--- src/rtl/cpu_pkg.sv ---
// Shared opcodes, FSM state encoding, ALU op codes and the control bundle
// that ctr drives into datapath.
package cpu_pkg;

  localparam logic [7:0] OP_LDA  = 8'h01;
  localparam logic [7:0] OP_STO  = 8'h02;
  localparam logic [7:0] OP_ADD  = 8'h03;
  localparam logic [7:0] OP_SUB  = 8'h04;
  localparam logic [7:0] OP_JMP  = 8'h05;
  localparam logic [7:0] OP_JEQ  = 8'h06;
  localparam logic [7:0] OP_HALT = 8'h07;

  typedef enum logic [2:0] {
    S_FETCH1,
    S_FETCH2,
    S_FETCH3,
    S_DECODE,
    S_EXEC1,
    S_EXEC2,
    S_HALT
  } state_t;

  typedef enum logic [1:0] {
    ALU_ADD      = 2'b00,
    ALU_SUB      = 2'b01,
    ALU_PASS_MDR = 2'b10,
    ALU_PASS_ACC = 2'b11
  } alu_op_t;

  typedef struct packed {
    logic    ld_mar;
    logic    mar_sel_ir;
    logic    ld_mdr;
    logic    ld_pc;
    logic    pc_sel_ir;
    logic    ld_ir;
    logic    ld_acc;
    alu_op_t alu_op;
  } ctrl_t;

endpackage

--- src/rtl/ctr.sv ---
// Control FSM: sequences fetch/decode/execute and drives datapath loads
// and the memory write strobe. SUB decoding is gated by CPU_SUB_EN.
module ctr
  import cpu_pkg::*;
(
  input  logic       Clk,
  input  logic       Rst,
  input  logic [7:0] opcode_i,
  input  logic       zflag_i,
  output ctrl_t      ctrl_o,
  output logic       memrw_o
);

  state_t state_q, state_d;
  logic   mem_op;

  always_ff @(posedge Clk) begin
    if (Rst) state_q <= S_FETCH1;
    else     state_q <= state_d;
  end

  always_comb begin
    mem_op = (opcode_i == OP_LDA) || (opcode_i == OP_STO) || (opcode_i == OP_ADD);
`ifdef CPU_SUB_EN
    if (opcode_i == OP_SUB) mem_op = 1'b1;
`endif
  end

  always_comb begin
    state_d       = state_q;
    ctrl_o        = '0;
    ctrl_o.alu_op = ALU_PASS_ACC;
    memrw_o       = 1'b0;
    case (state_q)
      S_FETCH1: begin
        ctrl_o.ld_mar = 1'b1;
        state_d       = S_FETCH2;
      end
      S_FETCH2: begin
        ctrl_o.ld_mdr = 1'b1;
        ctrl_o.ld_pc  = 1'b1;
        state_d       = S_FETCH3;
      end
      S_FETCH3: begin
        ctrl_o.ld_ir = 1'b1;
        state_d      = S_DECODE;
      end
      S_DECODE: begin
        if (mem_op) begin
          ctrl_o.ld_mar     = 1'b1;
          ctrl_o.mar_sel_ir = 1'b1;
          state_d           = S_EXEC1;
        end else if (opcode_i == OP_HALT) begin
          state_d = S_HALT;
        end else begin
          if ((opcode_i == OP_JMP) || ((opcode_i == OP_JEQ) && zflag_i)) begin
            ctrl_o.ld_pc     = 1'b1;
            ctrl_o.pc_sel_ir = 1'b1;
          end
          state_d = S_FETCH1;
        end
      end
      S_EXEC1: begin
        if (opcode_i == OP_STO) begin
          // Strobe is masked by Rst so a reset edge never commits a write.
          memrw_o = ~Rst;
          state_d = S_FETCH1;
        end else begin
          ctrl_o.ld_mdr = 1'b1;
          state_d       = S_EXEC2;
        end
      end
      S_EXEC2: begin
        ctrl_o.ld_acc = 1'b1;
        if (opcode_i == OP_ADD) ctrl_o.alu_op = ALU_ADD;
`ifdef CPU_SUB_EN
        else if (opcode_i == OP_SUB) ctrl_o.alu_op = ALU_SUB;
`endif
        else ctrl_o.alu_op = ALU_PASS_MDR;
        state_d = S_FETCH1;
      end
      S_HALT:  state_d = S_HALT;
      default: state_d = S_FETCH1;
    endcase
  end

endmodule

--- src/rtl/datapath.sv ---
// Registers PC/MAR/IR/MDR/ACC, the ALU, address/PC muxes and the zero flag.
module datapath
  import cpu_pkg::*;
(
  input  logic        Clk,
  input  logic        Rst,
  input  ctrl_t       ctrl_i,
  input  logic [15:0] mem_q_i,
  output logic [7:0]  opcode_o,
  output logic        zflag_o,
  output logic [7:0]  mem_addr_o,
  output logic [15:0] mem_d_o
);

  logic [7:0]  pc_q, pc_d, mar_q, mar_d;
  logic [15:0] ir_q, ir_d, mdr_q, mdr_d, acc_q, acc_d;
  logic [15:0] alu_y;

  always_comb begin
    case (ctrl_i.alu_op)
      ALU_ADD:      alu_y = acc_q + mdr_q;
      ALU_SUB:      alu_y = acc_q - mdr_q;
      ALU_PASS_MDR: alu_y = mdr_q;
      default:      alu_y = acc_q;
    endcase
  end

  always_comb begin
    pc_d  = pc_q;
    mar_d = mar_q;
    ir_d  = ir_q;
    mdr_d = mdr_q;
    acc_d = acc_q;
    if (ctrl_i.ld_pc)  pc_d  = ctrl_i.pc_sel_ir ? ir_q[7:0] : pc_q + 8'd1;
    if (ctrl_i.ld_mar) mar_d = ctrl_i.mar_sel_ir ? ir_q[7:0] : pc_q;
    if (ctrl_i.ld_ir)  ir_d  = mdr_q;
    if (ctrl_i.ld_mdr) mdr_d = mem_q_i;
    if (ctrl_i.ld_acc) acc_d = alu_y;
  end

  always_ff @(posedge Clk) begin
    if (Rst) begin
      pc_q  <= '0;
      mar_q <= '0;
      ir_q  <= '0;
      mdr_q <= '0;
      acc_q <= '0;
    end else begin
      pc_q  <= pc_d;
      mar_q <= mar_d;
      ir_q  <= ir_d;
      mdr_q <= mdr_d;
      acc_q <= acc_d;
    end
  end

  assign opcode_o   = ir_q[15:8];
  assign zflag_o    = (acc_q == 16'h0000);
  assign mem_addr_o = mar_q;
  assign mem_d_o    = acc_q;

endmodule

--- src/rtl/ram.sv ---
// 256 x 16 memory: combinational read, synchronous write. Not touched by reset.
module ram (
  input  logic        Clk,
  input  logic        we_i,
  input  logic [7:0]  addr_i,
  input  logic [15:0] d_i,
  output logic [15:0] q_o
);

  logic [15:0] memory [0:255];

  always_ff @(posedge Clk) begin
    if (we_i) memory[addr_i] <= d_i;
  end

  assign q_o = memory[addr_i];

endmodule

--- src/rtl/proj1_cpu.sv ---
// Accumulator CPU top: ctr + datapath + ram. Define CPU_SUB_EN to enable
// the SUB opcode (otherwise 0x04 executes as NOP).
module proj1_cpu
  import cpu_pkg::*;
(
  input  logic        Clk,
  input  logic        Rst,
  output logic        MemRW_IO,
  output logic [7:0]  MemAddr_IO,
  output logic [15:0] MemD_IO
);

  ctrl_t       ctrl;
  logic [7:0]  opcode;
  logic        zflag;
  logic [15:0] mem_q;

  ctr ctr_ins (
    .Clk      (Clk),
    .Rst      (Rst),
    .opcode_i (opcode),
    .zflag_i  (zflag),
    .ctrl_o   (ctrl),
    .memrw_o  (MemRW_IO)
  );

  datapath dp_ins (
    .Clk        (Clk),
    .Rst        (Rst),
    .ctrl_i     (ctrl),
    .mem_q_i    (mem_q),
    .opcode_o   (opcode),
    .zflag_o    (zflag),
    .mem_addr_o (MemAddr_IO),
    .mem_d_o    (MemD_IO)
  );

  ram ram_ins (
    .Clk    (Clk),
    .we_i   (MemRW_IO),
    .addr_i (MemAddr_IO),
    .d_i    (MemD_IO),
    .q_o    (mem_q)
  );

endmodule

--- config.mk ---
export PLATFORM = sky130hd
export DESIGN_NAME = proj1_cpu
export DESIGN_NICKNAME = d
export VERILOG_FILES = /design/src/rtl/cpu_pkg.sv /design/src/rtl/ctr.sv /design/src/rtl/datapath.sv /design/src/rtl/ram.sv /design/src/rtl/proj1_cpu.sv
export SDC_FILE = /design/constraint.sdc
export NUM_CORES = 2
export LEC_CHECK = 0
export BUFFER_PORTS_ARGS = -buffer_cell sky130_fd_sc_hd__buf_2
export CORE_ASPECT_RATIO = 1.75
export CORE_MARGIN = 1
export CORE_UTILIZATION = 30
export CTS_CLUSTER_SIZE = 30
export DETAILED_ROUTE_END_ITERATION = 16
export PLACE_DENSITY = 0.42
export SLEW_MARGIN = 10
export SYNTH_ARGS = -nofsm -noshare
export SYNTH_HDL_FRONTEND = slang
export SYNTH_SLANG_ARGS = --single-unit
export TNS_END_PERCENT = 30
--- constraint.sdc ---
create_clock -name Clk -period 14.7 [get_ports Clk]
set_input_delay 2.205 -clock Clk [delete_from_list [all_inputs] [get_ports Clk]]
set_output_delay 2.205 -clock Clk [all_outputs]
set_load 0.01 [all_outputs]
==> results.txt <==
The final RePlAce weighted congestion came out at 0.9200. The post-CTS resize count came out at 0. The final setup violation count came out at 0. The maximum number of pins on one net before global-route repair came out at 171. The top cell types in the final layout, fill and taps aside, are edfxtp_1 (4096), mux4_2 (851), mux2i_1 (430), clkbuf_16 (390), a22oi_1 (368). The critical setup path kind is flip-flop to flip-flop. From bottom edge to top edge, the die measures 969.8 µm. The endpoint required time on the critical path came out at 15570 ps.

The I/O pin total is 27. The overall power of the completed layout is 23.51 mW. The CTS tree is built. The proportion of synthesized chip area in sequential cells came out at 0.7743. The max-cap check violation count is 0. The total number of H-tree levels is 5. The core region area came out at 533500 µm². The number of enable flip-flop cells after synthesis came out at 4096.

Across the VDD grid, the largest voltage drop is 101.6 µV. The synthesized design contains 4163 register bits. Setup repair after global routing left no endpoint under its margin. For this run, the slowest stage of the critical path takes 1110 ps. The overall fraction of global-route tracks in use is 0.2077.

In this run the power density over the cells is 128.2 nW/µm². The number of hold-repair buffers added at the cts stage is 0. In the routed design, unresolved DRC markers number 0.

The floorplan step defined a die boundary enclosing 538300 µm². The residual overflow from global routing is 0. Walking the worst path, the cells encountered are buf_4 -> buf_4 -> buf_4 -> buf_4 -> mux4_2 -> a22o_1 -> a221oi_1 -> a31oi_1 -> o41ai_1 -> nand4_1 -> o211a_1. The number of slew-limit violations in the final report is 0. The via count of the first global-routing pass is 83165. The average cell area after synthesis came out at 21.04 µm². The final-layout setup total negative slack is 0 ps.

The clock tree buffer depth came out at 4. STA classifies the critical path startpoint as a flip-flop. The slew at the pin with the worst max-slew slack is 1307 ps. The post-synth net total came out at 7653. In this run, placement finished with an instance count of 14670. Once routing completed, OpenROAD measured the worst setup slack at 7705 ps. The most used flip-flop cell after synthesis is edfxtp_1. The initial antenna violation count came out at 46.

The wire length of the first global-routing pass is 760700 µm. The tree is rooted in a clkbuf_16. The worst slew margin relative to its limit came out at 0.1258. The post-CTS setup buffer count is 0.

The number of synthesis warnings came out at 0. The number of standard cells in the final layout excluding fillers is 15413. The detailed-route via count came out at 80183. The library cell used most frequently in the layout, excluding fill and tap cells, is edfxtp_1. Hold timing on the final database bottoms out at a slack of 485.0 ps. The post-placement setup slack came out at 7747 ps. The minimum clock period came out at 6995 ps. The first routing iteration left 7760 violations. Clock-pin slew was measured on the worst setup and hold paths at 70 ps. The share of cells above drive strength 1 is 0.2528. The area growth from synthesis to layout is 14.21%.

The number of detailed-route iterations in the first pass came out at 6. For the worst setup path, the data arrival time is 7870 ps. Fill cells in the final layout number 49757. After detailed routing, the average wire length per cell comes to 36.79 µm. The number of buffers created by CTS came out at 380. The worst min-delay path category is flip-flop to flip-flop. The HPWL after detailed placement is 356800 µm.

The library cell appearing most often on the critical path is buf_4. The total wirelength of the detailed-routed design is 567100 µm. The number of hold-slack violations in the final timing report is 0. The total leakage power is 57.46 nW. The fraction of registers with async set or reset after synthesis came out at 0. The count of buffers from port buffering is 26. In this run, distinct cell masters in the synthesized netlist total 83.

STA classifies the critical path endpoint as a flip-flop. The highest fanout seen on the critical path is 35. For this configuration, the core starts out at a cell density of 0.3010. The cell count after synthesis came out at 7633.

The post-layout net count is 7936. Between clock sinks in the finished design, the worst skew comes to 67.35 ps. The detail-routed via count per cell is 5.202. The die is 555.0 µm wide. Row generation in the floorplan step produced 355 rows. CTS saw 4163 sinks.

The number of routed nets with antenna violations came out at 0. The run finished with clean final reports. Based on the critical path, the design can be clocked at up to 0.1430 GHz. In the finished design, the share of the clock period the worst path needs comes to 0.4758.

The area of the mapped netlist is 160600 µm². The later pin in the worst-skew pair is clocked with a latency of 1010 ps. The slowest stage of the critical path belongs to the cell o41ai_1.
==> worst max-delay path: cells and delay by family, from the launching register on <==
family,cells,cell delay (ps)
multiplexers,1,580
AND/OR/NAND/NOR,1,210
buffers and inverters,4,2760
flip-flops,1,780
AO/OA/AOI/OAI,5,2250
==> cell type report <==
type / count / area (µm²) / share of cell area
antenna: 49 / 122.6 / 0.0006686
clock buffer: 465 / 10070 / 0.05491
clock inverter: 225 / 2002 / 0.01092
inverter: 12 / 50.05 / 0.0002729
multi-input combinational: 2994 / 34740 / 0.1895
sequential: 4163 / 124400 / 0.6784
tap: 7140 / 8934 / 0.04871
timing repair buffer: 365 / 3052 / 0.01664
==> logic make-up (layout without fill, tap and decap cells) <==
logic type                 Yosys count  after routing  share of synthesized area
AOI/OAI and AO/OA                  838            838                    0.03736
xor gates and xnor gates            29             29                   0.001582
adders and majority gates           18             18                   0.001449
buffers and inverters              476           1067                    0.01507
DFF                               4163           4163                     0.7743
muxes                             1287           1287                     0.1466
other                                0             49                          0
and+or+nand+nor                    822            822                    0.02362
==> cells in the mapped netlist, types with 36 or more instances <==
| cell type | instances | area, µm² |
|---|---|---|
| edfxtp_1 | 4096 | 123000 |
| mux4_2 | 851 | 19170 |
| mux2i_1 | 431 | 4314 |
| a22oi_1 | 368 | 2763 |
| nor2_1 | 352 | 1321 |
| clkbuf_1 | 198 | 743.2 |
| buf_2 | 170 | 850.8 |
| nand2_1 | 163 | 611.8 |
| a21oi_1 | 148 | 740.7 |
| nand3_1 | 113 | 565.5 |
| dfxtp_1 | 67 | 1341 |
| a221oi_1 | 54 | 473.0 |
| a22o_1 | 47 | 411.6 |
| o21ai_0 | 44 | 220.2 |
| nand4_1 | 40 | 250.2 |
| buf_4 | 38 | 285.3 |
| buf_6 | 37 | 416.7 |
| nor3_1 | 37 | 185.2 |
| a31oi_1 | 36 | 225.2 |
==> flip-flops by register name, indices dropped and copies added (netlist names) <==
signal / flops
dp_ins.mem_addr_o: 8
dp_ins.mem_d_o: 16
dp_ins.ir_q: 16
dp_ins.pc_q: 8
ctr_ins.state_q: 3
ram_ins.memory: 4096
dp_ins.mdr_q: 16
==> where the power goes <==
group,total (mW),switching (mW),internal [mW]
clock,9.98,4.56,5.42
combinational,0.670,0.401,0.269
sequential,12.9,0.0272,12.8
==> through the flow <==
| stage | cell area (µm²) | util |
|---|---|---|
| after detailed placement | 171100 | 0.3207 |
| final | 183400 | 0.3438 |
| after floorplan | 160600 | - |
| after global routing | 183300 | 0.3437 |
| after global placement | 170900 | 0.3204 |
| after CTS | 183200 | 0.3434 |
==> worst paths after layout <==
kind                         from          endpoint  slack, ps  depth (start not counted)
max          dp_ins.mem_addr_o[0]  dp_ins.mdr_q[11]       7710                         11
min                dp_ins.ir_q[0]    dp_ins.ir_q[0]        480                          2
max reg2reg  dp_ins.mem_addr_o[0]  dp_ins.mdr_q[11]       7710                         11
min reg2reg        dp_ins.ir_q[0]    dp_ins.ir_q[0]        480                          2
==> layer usage <==
metal,global-route usage,share of wire,vias up
met5,0,0.00010,-
met4,0.1123,0.060,8
met3,0.02762,0.044,794
met2,0.3770,0.53,2510
met1,0.2353,0.37,44241
li1,-,-,32630
No activity file was read; power rests on OpenSTA's default activity.
